## src/rtl/reg_write_ctrl.sv

```systemverilog
// reg_write_ctrl: registered one-hot register-file write select plus a
// per-register pending-write scoreboard that drives issue stall and err.
module reg_write_ctrl #(
   parameter int NREG = 16,
   parameter int AW   = 4,
   parameter int CW   = 2
) (
   input  logic            clk,
   input  logic            reset,
   input  logic            LE,
   input  logic [AW-1:0]   RW,
   input  logic            iss_en,
   input  logic [AW-1:0]   iss_rd,
   input  logic [AW-1:0]   rs_a,
   input  logic [AW-1:0]   rs_b,
   output logic [NREG-1:0] regnum,
   output logic [NREG-1:0] busy,
   output logic            stall,
   output logic            err
);

   localparam logic [CW-1:0] PEND_MAX = '1;

   logic [CW-1:0]   pend_q [NREG];
   logic [CW-1:0]   pend_d [NREG];
   logic [NREG-1:0] regnum_q;
   logic [NREG-1:0] regnum_d;
   logic            err_q;
   logic            err_d;

   logic [NREG-1:0] inc_sel;
   logic [NREG-1:0] dec_sel;
   logic            rd_full;
   logic            iss_ok;
   logic            wb_ok;
   logic            wb_under;

   function automatic logic [NREG-1:0] onehot(input logic [AW-1:0] a);
      return NREG'(1) << a;
   endfunction

   // busy flags come straight from the registered counters
   always_comb begin
      busy = '0;
      for (int i = 0; i < NREG; i++) begin
         busy[i] = (pend_q[i] != '0);
      end
   end

   // issue hazard: a source still pending, or the destination counter full
   always_comb begin
      rd_full = (pend_q[iss_rd] == PEND_MAX);
      stall   = busy[rs_a] | busy[rs_b] | rd_full;
   end

   // qualify issue and writeback, select which counters move
   always_comb begin
      iss_ok   = iss_en & ~stall;
      wb_ok    = LE & busy[RW];
      wb_under = LE & ~busy[RW];
      inc_sel  = iss_ok ? onehot(iss_rd) : '0;
      dec_sel  = wb_ok ? onehot(RW) : '0;
   end

   // counter next state; matching inc and dec on one register cancel
   always_comb begin
      for (int i = 0; i < NREG; i++) begin
         pend_d[i] = pend_q[i];
         unique case ({inc_sel[i], dec_sel[i]})
            2'b10:   pend_d[i] = pend_q[i] + CW'(1);
            2'b01:   pend_d[i] = pend_q[i] - CW'(1);
            default: pend_d[i] = pend_q[i];
         endcase
      end
   end

   // write select and sticky underflow next state
   always_comb begin
      regnum_d = LE ? onehot(RW) : '0;
      err_d    = err_q | wb_under;
   end

   // state registers; reset discards any same-cycle issue or writeback
   always_ff @(posedge clk) begin
      if (reset) begin
         for (int i = 0; i < NREG; i++) begin
            pend_q[i] <= '0;
         end
         regnum_q <= '0;
         err_q    <= 1'b0;
      end else begin
         for (int i = 0; i < NREG; i++) begin
            pend_q[i] <= pend_d[i];
         end
         regnum_q <= regnum_d;
         err_q    <= err_d;
      end
   end

   assign regnum = regnum_q;
   assign err    = err_q;

endmodule

```

## config.mk

```make
export PLATFORM = sky130hd
export DESIGN_NAME = reg_write_ctrl
export DESIGN_NICKNAME = d
export VERILOG_FILES = /design/src/rtl/reg_write_ctrl.sv
export SDC_FILE = /design/constraint.sdc
export NUM_CORES = 1
export LEC_CHECK = 0
export CORE_ASPECT_RATIO = 0.7
export CORE_MARGIN = 2
export CORE_UTILIZATION = 60
export CTS_CLUSTER_DIAMETER = 100
export DETAILED_ROUTE_END_ITERATION = 16
export DONT_BUFFER_PORTS = 1
export PLACE_DENSITY_LB_ADDON = 0.1
export SLEW_MARGIN = 20
export SYNTH_ARGS = -nofsm -noshare
export SYNTH_HDL_FRONTEND = slang
export SYNTH_SLANG_ARGS = --single-unit
export TNS_END_PERCENT = 100
```

## constraint.sdc

```tcl
create_clock -name clk -period 7.68 [get_ports clk]
set_clock_uncertainty 0.15 [all_clocks]
set_input_delay 1.92 -clock clk [delete_from_list [all_inputs] [get_ports clk]]
set_output_delay 1.92 -clock clk [all_outputs]
set_load 0.005 [all_outputs]
```

==> qor.csv <==
stage;metric;value;unit
global_routing;grt_pass1_wl;13500;um
logic_synthesis;ys_warn_count;0;
timing;tns;0;ns
die;core-area;5200;um^2
clocking;cts_resized;0;
final_layout;antennaDiodeCount;0;
place;numPortBuffers;0;
die;fp.dieW;91.2;um
clocking;htreeDepth;2;
detailed_routing;drt_iter0_drc;315;
final_layout;final_area;3230;um^2
outcome;status;finished clean;
logic_synthesis;yosysSeqAreaShare;0.307;
detailed_routing;routedWlPerCell;17.8;um
clocking;cts_buffers;5;
clocking;cts_buffer_depth;2;
timing;fmax;183;MHz
detailed_routing;firstDrtPassIters;5;
run;maxCapViolations;0;
hold_path;hold_path_class;reg -> reg;
clocking;clock_sinks;49;
logic_synthesis;ys_ff_latch;49;
die;rows;22;
die;io_pins;54;
global_routing;grt_max_degree;37;
timing;setup_violations;0;
detailed_routing;ant_nets;0;
clocking;clkTransAtPathRegs;0.10;ns
setup_path;arrival;3.38;ns
detailed_routing;viasPerCell;6.23;
die;start_util;0.614;
setup_path;path_class;in -> out;
place;gp_congestion;0.911;
detailed_routing;drc;0;
global_routing;track_usage;0.291;
detailed_routing;dr_total_vias;2892;
final_layout;post_route_cells_drive_above_1_share;0.0459;
clocking;cts_tree;done;
logic_synthesis;ys_types;47;
die;die_area;5940;um^2
final_layout;utilization;0.620;
setup_path;startpoint_type;input port;
clocking;cts_root_buffer;clkbuf_8;
timing;fin_crit;5.45;ns
logic_synthesis;syn_area;3200;um^2
timing;maxSlewViolCount;0;
logic_synthesis;synth_nets;447;
power_and_ir_drop;p_leak;1.16;nW
logic_synthesis;syn_area_per_cell;7.78;um^2
clocking;cts_setup_buffers;0;
final_layout;area_delta_synth_final;0.939;%
power_and_ir_drop;powerDensity;149;nW/um^2
final_layout;final_cells;464;
clocking;ctsHoldBuffers;0;
logic_synthesis;synth_cells;411;
timing;rsz0062_at_grt;false;
final_layout;fin_nets;427;
setup_path;cp-end-kind;output port;
global_routing;antenna_found_initial;0;
timing;finalCritPeriodShare;0.710;
clocking;clock_latency;0.32;ns
die;die_h;65.1;um
timing;slew_headroom;0.424;
place;placed_cell_area;3130;um^2
setup_path;cp_max_fo;21;
timing;timing.hold.ws;0.359;ns
global_routing;grt_pass1_vias;2631;
global_routing;grt_overflow;0;
detailed_routing;wirelength;8260;um
place;hpwl;6250;um
setup_path;critPathRequiredTime;5.61;ns
power_and_ir_drop;irDropWorstVdd;70.6;uV
place;place_inst;456;
timing;hold_viol;0;
timing;worst-slew-pin-transition;0.857;ns
placed cells by master, fill, tap and decap left out, types with 3 or more instances in the layout:
cell and instances:
a2111oi_0 5, clkbuf_8 5, nand4_1 17, nand3_1 11
inv_1 18, dfxtp_1 49, nor3b_1 4, a21oi_1 17
nand3b_1 3, xnor2_1 16, xor2_1 16, nor2_1 70
nand2b_1 6, nor2b_1 4, ha_1 16, nor3_1 22
o21ai_0 34, or3_1 17, a31oi_1 5, a211oi_1 3
nand2_1 18, and4_1 3
critical path, stage by stage:
cell	delay, ns
and3b_1	0.17
a311oi_2	0.26
a2111oi_2	0.10
nor4_4	0.73
nand3_1	0.20
report_power, final:
part / internal (W) / switching, W / leakage, nW
Combinational: 0.0000206 / 0.0000301 / 0.719
Sequential: 0.000258 / 0.00000583 / 0.396
Clock: 0.0000664 / 0.0000998 / 0.0423
per-stage QoR:
stage | setup WS, ns | power [W]
6_report | 2.23 | 0.000481
3_3_place_gp | 2.31 | 0.000318
3_5_place_dp | 2.25 | 0.000319
2_1_floorplan | 2.46 | 0.000323
5_1_grt | 2.15 | 0.000499
4_1_cts | 2.25 | 0.000483
synthesized netlist by cell type, drive strengths merged:
cell type   n  area [um^2]
nand3      11         55.1
nand4      17          106
and3b       2         17.5
a2111oi     6         58.8
xor2       16          140
a41oi       2         17.5
mux4        2         48.8
nor2b       4         25.0
buf        17          115
and3        2         12.5
a221oi      2         17.5
or2         2         12.5
nor4        1         21.3
a211oi      3         22.5
or3        17          106
o311ai      1         8.76
clkbuf     10         40.0
o21ai      34          170
a31oi       5         31.3
ha         16          200
nor3       23          120
xnor2      16          140
or4b        1         10.0
inv        18         67.6
and2b       1         7.51
nand2      18         67.6
and4        3         26.3
a41o        1         10.0
a21oi      17         85.1
dfxtp      49          981
a32o        2         20.0
a311oi      1         15.0
nor2       72          275
nand2b      6         37.5
nand4b      2         17.5
a32oi       1         8.76
nor3b       5         42.5
nand3b      3         22.5
a22oi       2         15.0
cell type report:
class	instances	area, um^2
Clock inverter	3	26.3
Clock buffer	5	68.8
Fill cell	471	1980
Sequential cell	49	981
Tap cell	72	90.1
Multi-Input combinational cell	317	1990
Inverter	18	67.6
per-layer routing:
metal / global-route usage / vias up / share of wire
li1: - / 1415 / -
met1: 0.406 / 1311 / 0.46
met2: 0.426 / 148 / 0.41
met3: 0.106 / 18 / 0.12
met4: 0.0739 / 0 / 0.016
met5: 0 / - / 0
state kept, by name (all words and copies together) (netlist names):
name    count
err         1
pend_q     32
regnum     16
logic make-up after synthesis:
| group | Yosys count | synth area share |
|---|---|---|
| simple gates | 190 | 0.308 |
| compound gates | 77 | 0.150 |
| flops | 49 | 0.307 |
| buf+inv | 45 | 0.0697 |
| xor+xnor | 32 | 0.0877 |
| fa+ha+maj | 16 | 0.0626 |
| mux | 2 | 0.0153 |
path summary, 6_finish.rpt:
kind / from / to / slack, ns / depth (start not counted)
worst max register to register: pend_q[4][0]$_SDFFE_PP0P_ / pend_q[8][1]$_SDFFE_PP0P_ / 4.29 / 8
worst min-delay path: pend_q[9][1]$_SDFFE_PP0P_ / pend_q[9][1]$_SDFFE_PP0P_ / 0.36 / 2
worst max-delay path: iss_rd[1] / stall / 2.23 / 5
worst min register to register: pend_q[9][1]$_SDFFE_PP0P_ / pend_q[9][1]$_SDFFE_PP0P_ / 0.36 / 2
(Power assumes the default switching activity.)
